**src/rtl/fetch_unit.sv**
```systemverilog
// Instruction fetch stage: reads 1- or 2-byte instructions from an asynchronous
// memory and delivers them downstream. Optional FETCH_TRACE_EN adds inst_count and handshake trace messages.
module fetch_unit #(
    parameter int                  PC_WIDTH    = 8,
    parameter logic [PC_WIDTH-1:0] RESET_PC    = '0,
    parameter logic [7:0]          HALT_OPCODE = 8'hFF
) (
    input  logic                clk,
    input  logic                rst_n,
    output logic [PC_WIDTH-1:0] inst_address,
    input  logic [7:0]          instruction,
    output logic                out_valid,
    input  logic                out_ready,
    output logic [7:0]          out_opcode,
    output logic [7:0]          out_operand,
    output logic [PC_WIDTH-1:0] out_pc,
    output logic                out_two_byte,
    input  logic                redirect_valid,
    input  logic [PC_WIDTH-1:0] redirect_pc,
    output logic                halted,
    output logic [1:0]          state_dbg
`ifdef FETCH_TRACE_EN
    ,
    output logic [15:0]         inst_count
`endif
);

    typedef enum logic [1:0] {
        FETCH_OP  = 2'd0,
        FETCH_ARG = 2'd1,
        HOLD      = 2'd2,
        HALTED    = 2'd3
    } state_t;

    state_t                state, state_n;
    logic [PC_WIDTH-1:0]   pc, pc_n;
    logic [7:0]            opcode_n, operand_n;
    logic [PC_WIDTH-1:0]   out_pc_n;
    logic                  two_byte_n;
    logic                  handshake;
    logic                  is_two_byte;

    // Handshake: a bundle transfers on a rising edge where out_valid and
    // out_ready are both 1; the bundle is held stable until then.
    assign out_valid    = (state == HOLD);
    assign halted       = (state == HALTED);
    assign handshake    = out_valid && out_ready;
    assign inst_address = pc;
    assign state_dbg    = state;
    assign is_two_byte  = instruction[7] && (instruction != HALT_OPCODE);

    always_ff @(posedge clk or negedge rst_n) begin
        if (!rst_n) begin
            state        <= FETCH_OP;
            pc           <= RESET_PC;
            out_opcode   <= 8'h00;
            out_operand  <= 8'h00;
            out_pc       <= '0;
            out_two_byte <= 1'b0;
        end else begin
            state        <= state_n;
            pc           <= pc_n;
            out_opcode   <= opcode_n;
            out_operand  <= operand_n;
            out_pc       <= out_pc_n;
            out_two_byte <= two_byte_n;
        end
    end

    always_comb begin
        state_n    = state;
        pc_n       = pc;
        opcode_n   = out_opcode;
        operand_n  = out_operand;
        out_pc_n   = out_pc;
        two_byte_n = out_two_byte;
        case (state)
            FETCH_OP: begin
                opcode_n = instruction;
                out_pc_n = pc;
                pc_n     = pc + PC_WIDTH'(1);
                if (is_two_byte) begin
                    state_n = FETCH_ARG;
                end else begin
                    operand_n  = 8'h00;
                    two_byte_n = 1'b0;
                    state_n    = HOLD;
                end
            end
            FETCH_ARG: begin
                operand_n  = instruction;
                two_byte_n = 1'b1;
                pc_n       = pc + PC_WIDTH'(1);
                state_n    = HOLD;
            end
            HOLD: begin
                if (out_ready) begin
                    state_n = (out_opcode == HALT_OPCODE) ? HALTED : FETCH_OP;
                end
            end
            HALTED: begin
                state_n = HALTED;
            end
            default: begin
                state_n = FETCH_OP;
            end
        endcase
        // Redirect overrides everything, including a same-cycle handshake or halt.
        if (redirect_valid) begin
            pc_n    = redirect_pc;
            state_n = FETCH_OP;
        end
    end

`ifdef FETCH_TRACE_EN
    always_ff @(posedge clk or negedge rst_n) begin
        if (!rst_n) begin
            inst_count <= 16'h0000;
        end else if (handshake) begin
            if (inst_count != 16'hFFFF) begin
                inst_count <= inst_count + 16'h0001;
            end
`ifndef SYNTHESIS
            $display("fetch_unit: pc=%0h opcode=%02h operand=%02h",
                     out_pc, out_opcode, out_operand);
`endif
        end
    end
`endif

endmodule

```
**config.mk**
```make
export PLATFORM = sky130hd
export DESIGN_NAME = fetch_unit
export DESIGN_NICKNAME = d
export VERILOG_FILES = /design/src/rtl/fetch_unit.sv
export SDC_FILE = /design/constraint.sdc
export NUM_CORES = 1
export LEC_CHECK = 0
export ABC_AREA = 1
export CAP_MARGIN = 20
export CORE_ASPECT_RATIO = 0.9
export CORE_MARGIN = 1
export CORE_UTILIZATION = 45
export CTS_BUF_LIST = sky130_fd_sc_hd__clkbuf_2 sky130_fd_sc_hd__clkbuf_4 sky130_fd_sc_hd__clkbuf_8
export CTS_CLUSTER_DIAMETER = 50
export CTS_CLUSTER_SIZE = 16
export DETAILED_ROUTE_END_ITERATION = 16
export PLACE_DENSITY = 0.8
export SKIP_LAST_GASP = 1
export SYNTH_ARGS = -nofsm -noshare
export SYNTH_HDL_FRONTEND = slang
export SYNTH_SLANG_ARGS = --single-unit
```
**constraint.sdc**
```tcl
create_clock -name clk -period 2.3 [get_ports clk]
set_input_delay 0.46 -clock clk [delete_from_list [all_inputs] [get_ports clk]]
set_output_delay 0.46 -clock clk [all_outputs]
set_load 0.02 [all_outputs]
```
==> impl_metrics.env, run 1 <==
export IMPL_status="finished, final reports clean"
export IMPL_timing_rr_start="state_dbg[1]$_DFFE_PN0P_"
export IMPL_cts_clk_slew_worst_paths_ns=0.07
export IMPL_ff_latch_area_um2=877.1
export IMPL_maxCapViolations=0
export IMPL_synth_cell_types=19
export IMPL_internal_power_uw=1554
export IMPL_overflow=0
export IMPL_power_density_mw_per_mm2=1062
export IMPL_hpwlAfterDp_um=2691
export IMPL_synth_warnings=0
export IMPL_hp_class="flop to flop"
export IMPL_ant_nets=0
export IMPL_critPathArrivalTime_ns=1.67
export IMPL_die_area_mm2=0.003865
export IMPL_drt_iter0_drc=71
export IMPL_cp_required_ns=1.84
export IMPL_grt_pass1_wl_um=5947
export IMPL_maxSlewViolCount=0
export IMPL_worstSkewPairLatency_ns=0.28
export IMPL_worstSetupEndpoint="out_valid"
export IMPL_rr_worst_depth=2
export IMPL_grt_antenna_before_repair=0
export IMPL_setup_tns_ns=0
export IMPL_crit_type="flop to output pin"
export IMPL_die_w_um=65.42
export IMPL_via_per_inst=4.940
export IMPL_cts_setup_buffers=0
export IMPL_multiInputGateArea_um2=663.1
export IMPL_cts_tree="built"
export IMPL_gp_congestion=0.7995
export IMPL_cts_max_level=2
export IMPL_drc_errors=0
export IMPL_cts_resized=0
export IMPL_rrSetupSlack_ns=0.73
export IMPL_clock_skew_ns=0.005437
export IMPL_fp_dieH_um=59.08
export IMPL_synth_cells=180
export IMPL_hold_depth=2
export IMPL_worst_slew_pin_slew_ns=0.6405
export IMPL_avgSynthCellArea_um2=9.050
export IMPL_grt_busiest_layer="met2"
export IMPL_cts_path_max_buffers=2
export IMPL_cts_root_buf="clkbuf_8"
export IMPL_hold_violations=0
export IMPL_period_share_pct=92.69
export IMPL_holdWs_ns=0.5052
export IMPL_seqPwrFrac_pct=39.0
export IMPL_grt_usage_pct=20.55
export IMPL_grt_pass1_vias=1268
export IMPL_comb_power_share_pct=43.1
export IMPL_cts_made_buffers=5
export IMPL_fillers=298
export IMPL_yosys_top_cells_area="dfrtp_1 54%, nand2_1 13%, mux2_4 6.5%"
export IMPL_final_cell_mix="57 x nand2_1, 56 x clkdlybuf4s50_1, 34 x dfrtp_1"
export IMPL_first_pass_iters=4
export IMPL_p_sw_share_pct=36.55
export IMPL_fin_area_mm2=0.002307
export IMPL_layout_setup_ws_ns=0.1681
export IMPL_n_antenna_cell=0
export IMPL_grt_max_degree=36
export IMPL_nNetsFinal=262
export IMPL_start_kind="flop"
export IMPL_finalWirelength_um=3645
export IMPL_port_buffers=56
export IMPL_synth_top_area_share_pct=53.76
export IMPL_wl_per_cell_um=12.79
export IMPL_num_rows=20
export IMPL_place_ws_ns=0.3756
export IMPL_numClockSinks=35
export IMPL_fin_util_pct=67.30
export IMPL_io_pins=57
export IMPL_leakage_uw=0.001092
export IMPL_core_area_mm2=0.003428
export IMPL_rsz0062_at_grt="no"
export IMPL_use_met1_pct=28.29
export IMPL_drive_above_1_share_pct=10.79
export IMPL_ys_seq_area_share_pct=53.76
export IMPL_synth_area_mm2=0.001629
export IMPL_vias=1408
export IMPL_layout_commonest_cell="nand2_1"
export IMPL_r2r_end="out_opcode[1]$_DFFE_PN0P_"
export IMPL_max_freq_ghz=0.4691
export IMPL_cp_startpoint="state_dbg[1]$_DFFE_PN0P_"
export IMPL_p_switching_uw=895.3
export IMPL_slew_limit_headroom_pct=57.20
export IMPL_syn_num_nets=201
export IMPL_crit_path_max_fanout=8
export IMPL_synth_area_leader_cell="dfrtp_1"
export IMPL_met3_usage_pct=3.462
export IMPL_setup_viol=0
export IMPL_start_util_pct=47.52
export IMPL_irDropWorstVdd_v=0.0006037
export IMPL_cp_end_kind="output pin"
export IMPL_syn_to_final_growth_pct=41.63
export IMPL_placed_area_mm2=0.002218
export IMPL_use_met2_pct=32.84
export IMPL_clockPowerShare_pct=17.9
export IMPL_ys_seq_elements=35
export IMPL_cts_hold_buf=0
export IMPL_post_route_min_period_ns=2.132
==> registers in the layout (all words and copies together) (netlist names) <==
name	cells
inst_address	8
out_pc	8
out_operand	8
state_dbg	2
out_two_byte	1
out_opcode	8
==> worst max-delay path, cell delays in order (launching register included) <==
cell	delay, ns
dfrtp_2	0.48
inv_1	0.13
nor2_1	0.15
clkdlybuf4s50_1	0.63
==> worst min-delay path by stage <==
stage / to / slack [ns] / from
6_report: out_operand[5]$_DFFE_PN0P_ / 0.51 / out_operand[5]$_DFFE_PN0P_
2_1_floorplan: inst_address[0]$_DFFE_PN0P_ / 0.16 / rst_n
4_1_cts: out_operand[2]$_DFFE_PN0P_ / 0.51 / out_operand[2]$_DFFE_PN0P_
3_3_place_gp: out_two_byte$_DFFE_PN0P_ / 0.46 / out_two_byte$_DFFE_PN0P_
5_1_grt: out_pc[1]$_DFFE_PN0P_ / 0.54 / out_pc[1]$_DFFE_PN0P_
3_5_place_dp: out_operand[2]$_DFFE_PN0P_ / 0.49 / out_operand[2]$_DFFE_PN0P_
==> cell type report <==
| cell class | count | area share (%) |
|---|---|---|
| sequential | 35 | 38.02 |
| multi-input combinational | 127 | 28.74 |
| timing repair buffer | 57 | 24.62 |
| clock buffer | 6 | 3.579 |
| inverter | 15 | 2.440 |
| tap | 44 | 2.386 |
| clock inverter | 1 | 0.2169 |
==> per-stage QoR <==
step | power [uW] | std cells
global route | 2590 | 285
finish | 2449 | 285
global placement | 1998 | 278
floorplan | 1535 | 180
detailed placement | 2024 | 278
CTS | 2464 | 285
==> logic make-up after synthesis <==
family                   synth area share [%]
multiplexers                            8.525
buffers and inverters                   5.530
adder cells (fa/ha/maj)                0.7679
XOR/XNOR                               0.5377
AND/OR/NAND/NOR                         26.27
flip-flops                              53.76
AO/OA/AOI/OAI                           4.608
==> synthesized netlist by cell type, drive strengths merged <==
| master | number |
|---|---|
| dfrtp | 35 |
| a21oi | 8 |
| nor2 | 20 |
| xor2 | 1 |
| o21ai | 4 |
| inv | 15 |
| mux2 | 10 |
| nand4 | 1 |
| nand2 | 59 |
| ha | 1 |
| nand3 | 21 |
| buf | 3 |
| o211ai | 2 |
==> layer usage <==
layer / vias up / part of all wire [%]
met5: - / 0
met4: 0 / 1.0
met3: 4 / 3.8
met2: 45 / 48
met1: 659 / 48
li1: 700 / -
==> power groups by stage <==
| stage | sequential, uW | clock [uW] | combinational (uW) |
|---|---|---|---|
| global route | 980 | 472 | 1140 |
| global placement | 954 | 0 | 1040 |
| CTS | 955 | 446 | 1060 |
| finish | 955 | 438 | 1060 |
| floorplan | 1150 | 0 | 380 |
| detailed placement | 964 | 0 | 1060 |
(Power assumes the default switching activity.)
==> inputs of run 2 (changes only) <==
--- a/config.mk
+++ b/config.mk
@@ -14,7 +14,7 @@
 export CTS_CLUSTER_DIAMETER = 50
 export CTS_CLUSTER_SIZE = 16
 export DETAILED_ROUTE_END_ITERATION = 16
-export PLACE_DENSITY = 0.8
+export PLACE_DENSITY = 0.9
 export SKIP_LAST_GASP = 1
 export SYNTH_ARGS = -nofsm -noshare
 export SYNTH_HDL_FRONTEND = slang
==> impl_metrics.env, run 2 (same netlist as run 1, synthesis figures left out) <==
export IMPL_critPathBufInv=2
export IMPL_path_cells="inv_1 > nor2_1 > clkdlybuf4s50_1"
export IMPL_vias=1470
export IMPL_worst_slew_pin_slew_ns=0.6382
export IMPL_cts_made_buffers=5
export IMPL_cts_clk_slew_worst_paths_ns=0.07
export IMPL_core_area_mm2=0.003428
export IMPL_finalWirelength_um=3865
export IMPL_grt_antenna_before_repair=0
export IMPL_crit_path_max_fanout=8
export IMPL_overflow=0
export IMPL_wl_per_cell_um=13.51
export IMPL_irDropWorstVdd_v=0.0005293
export IMPL_cts_tree="built"
export IMPL_grt_pass1_vias=1343
export IMPL_slowest_delay_ns=0.63
export IMPL_hold_violations=0
export IMPL_fillers=270
export IMPL_clock_skew_ns=0.006423
export IMPL_cp_required_ns=1.84
export IMPL_die_area_mm2=0.003865
export IMPL_multiInputGateArea_um2=663.1
export IMPL_gp_congestion=0.8177
export IMPL_post_route_min_period_ns=2.134
export IMPL_final_cell_mix="57 x nand2_1, 56 x clkdlybuf4s50_1, 34 x dfrtp_1"
export IMPL_hpwlAfterDp_um=2881
export IMPL_worstSkewPairLatency_ns=0.28
export IMPL_critical_path_top_delay_family="buffers and inverters"
export IMPL_grt_max_degree=36
export IMPL_maxSlewViolCount=0
export IMPL_cts_root_buf="clkbuf_8"
export IMPL_cts_path_max_buffers=2
export IMPL_holdWs_ns=0.4771
export IMPL_nNetsFinal=262
export IMPL_setup_viol=0
export IMPL_die_w_um=65.42
export IMPL_port_buffers=56
export IMPL_io_pins=57
export IMPL_slew_limit_headroom_pct=57.35
export IMPL_drt_iter0_drc=63
export IMPL_period_share_pct=92.78
export IMPL_status="finished, final reports clean"
export IMPL_num_rows=20
export IMPL_ant_nets=0
export IMPL_critPathArrivalTime_ns=1.67
export IMPL_p_total_uw=2566
export IMPL_drive_above_1_share_pct=11.16
export IMPL_max_freq_ghz=0.4686
export IMPL_numClockSinks=35
export IMPL_syn_to_final_growth_pct=43.16
export IMPL_grt_pass1_wl_um=6334
export IMPL_maxCapViolations=0
export IMPL_hp_class="flop to flop"
export IMPL_ff_latch_area_um2=877.1
export IMPL_layout_commonest_cell="nand2_1"
export IMPL_grt_usage_pct=22.20
export IMPL_leakage_uw=0.001103
export IMPL_power_density_mw_per_mm2=1100
export IMPL_crit_slowest_cell="clkdlybuf4s50_1"
export IMPL_fp_dieH_um=59.08
export IMPL_cp_end_kind="output pin"
export IMPL_start_util_pct=47.52
export IMPL_drc_errors=0
export IMPL_n_antenna_cell=0
export IMPL_cts_max_level=2
export IMPL_via_per_inst=5.140
export IMPL_cts_setup_buffers=0
export IMPL_crit_type="flop to output pin"
export IMPL_rsz0062_at_grt="no"
export IMPL_setup_tns_ns=0
export IMPL_start_kind="flop"
export IMPL_first_pass_iters=5
export IMPL_cts_resized=0
export IMPL_cts_hold_buf=0
run 2: path summary, 6_finish.rpt:
| path | startpoint | to | slack, ns | depth (start not counted) |
|---|---|---|---|---|
| max | state_dbg[1]$_DFFE_PN0P_ | out_valid | 0.17 | 3 |
| min | out_two_byte$_DFFE_PN0P_ | out_two_byte$_DFFE_PN0P_ | 0.48 | 2 |
| max reg2reg | state_dbg[1]$_DFFE_PN0P_ | out_opcode[1]$_DFFE_PN0P_ | 0.73 | 2 |
| min reg2reg | out_two_byte$_DFFE_PN0P_ | out_two_byte$_DFFE_PN0P_ | 0.48 | 2 |
| max in group asynchronous | rst_n | state_dbg[1]$_DFFE_PN0P_ | 1.41 | 2 |
| min in group asynchronous | rst_n | out_operand[3]$_DFFE_PN0P_ | 0.58 | 2 |
run 2: layout make-up:
class,count,share of cell area [%]
inverter,15,2.414
clock buffer,5,2.951
timing repair buffer,57,24.36
clock inverter,3,1.878
sequential,35,37.61
tap,44,2.361
multi-input combinational,127,28.43
run 2: stage by stage:
| step | instance area (um^2) | setup slack (ns) | instances | util (%) |
|---|---|---|---|---|
| final | 2332 | 0.1661 | 286 | 68.03 |
| after CTS | 2331 | 0.03159 | 286 | 67.99 |
| after global placement | 2218 | 0.4137 | 278 | 64.71 |
| after detailed placement | 2218 | 0.3503 | 278 | 64.71 |
| after global routing | 2332 | 0.07440 | 286 | 68.03 |
| after floorplan | 1629 | 0.8310 | 180 | - |
run 2: layer usage:
metal / vias up / routed length (um) / GRT usage (%)
li1: 701 / - / -
met1: 718 / 1723 / 28.41
met2: 42 / 1935 / 37.11
met3: 9 / 122 / 4.231
met4: 0 / 83 / 9.317
met5: - / 0 / 0
run 2: worst reg2reg max path, cell delays in order, from the launching register on:
cell and delay (ns):
dfrtp_2 0.49, nor2_4 0.55, mux2_2 0.41
run 2: power by group:
| group | internal [uW] | switching (uW) |
|---|---|---|
| clock network | 322 | 222 |
| logic | 523 | 546 |
| registers | 796 | 157 |
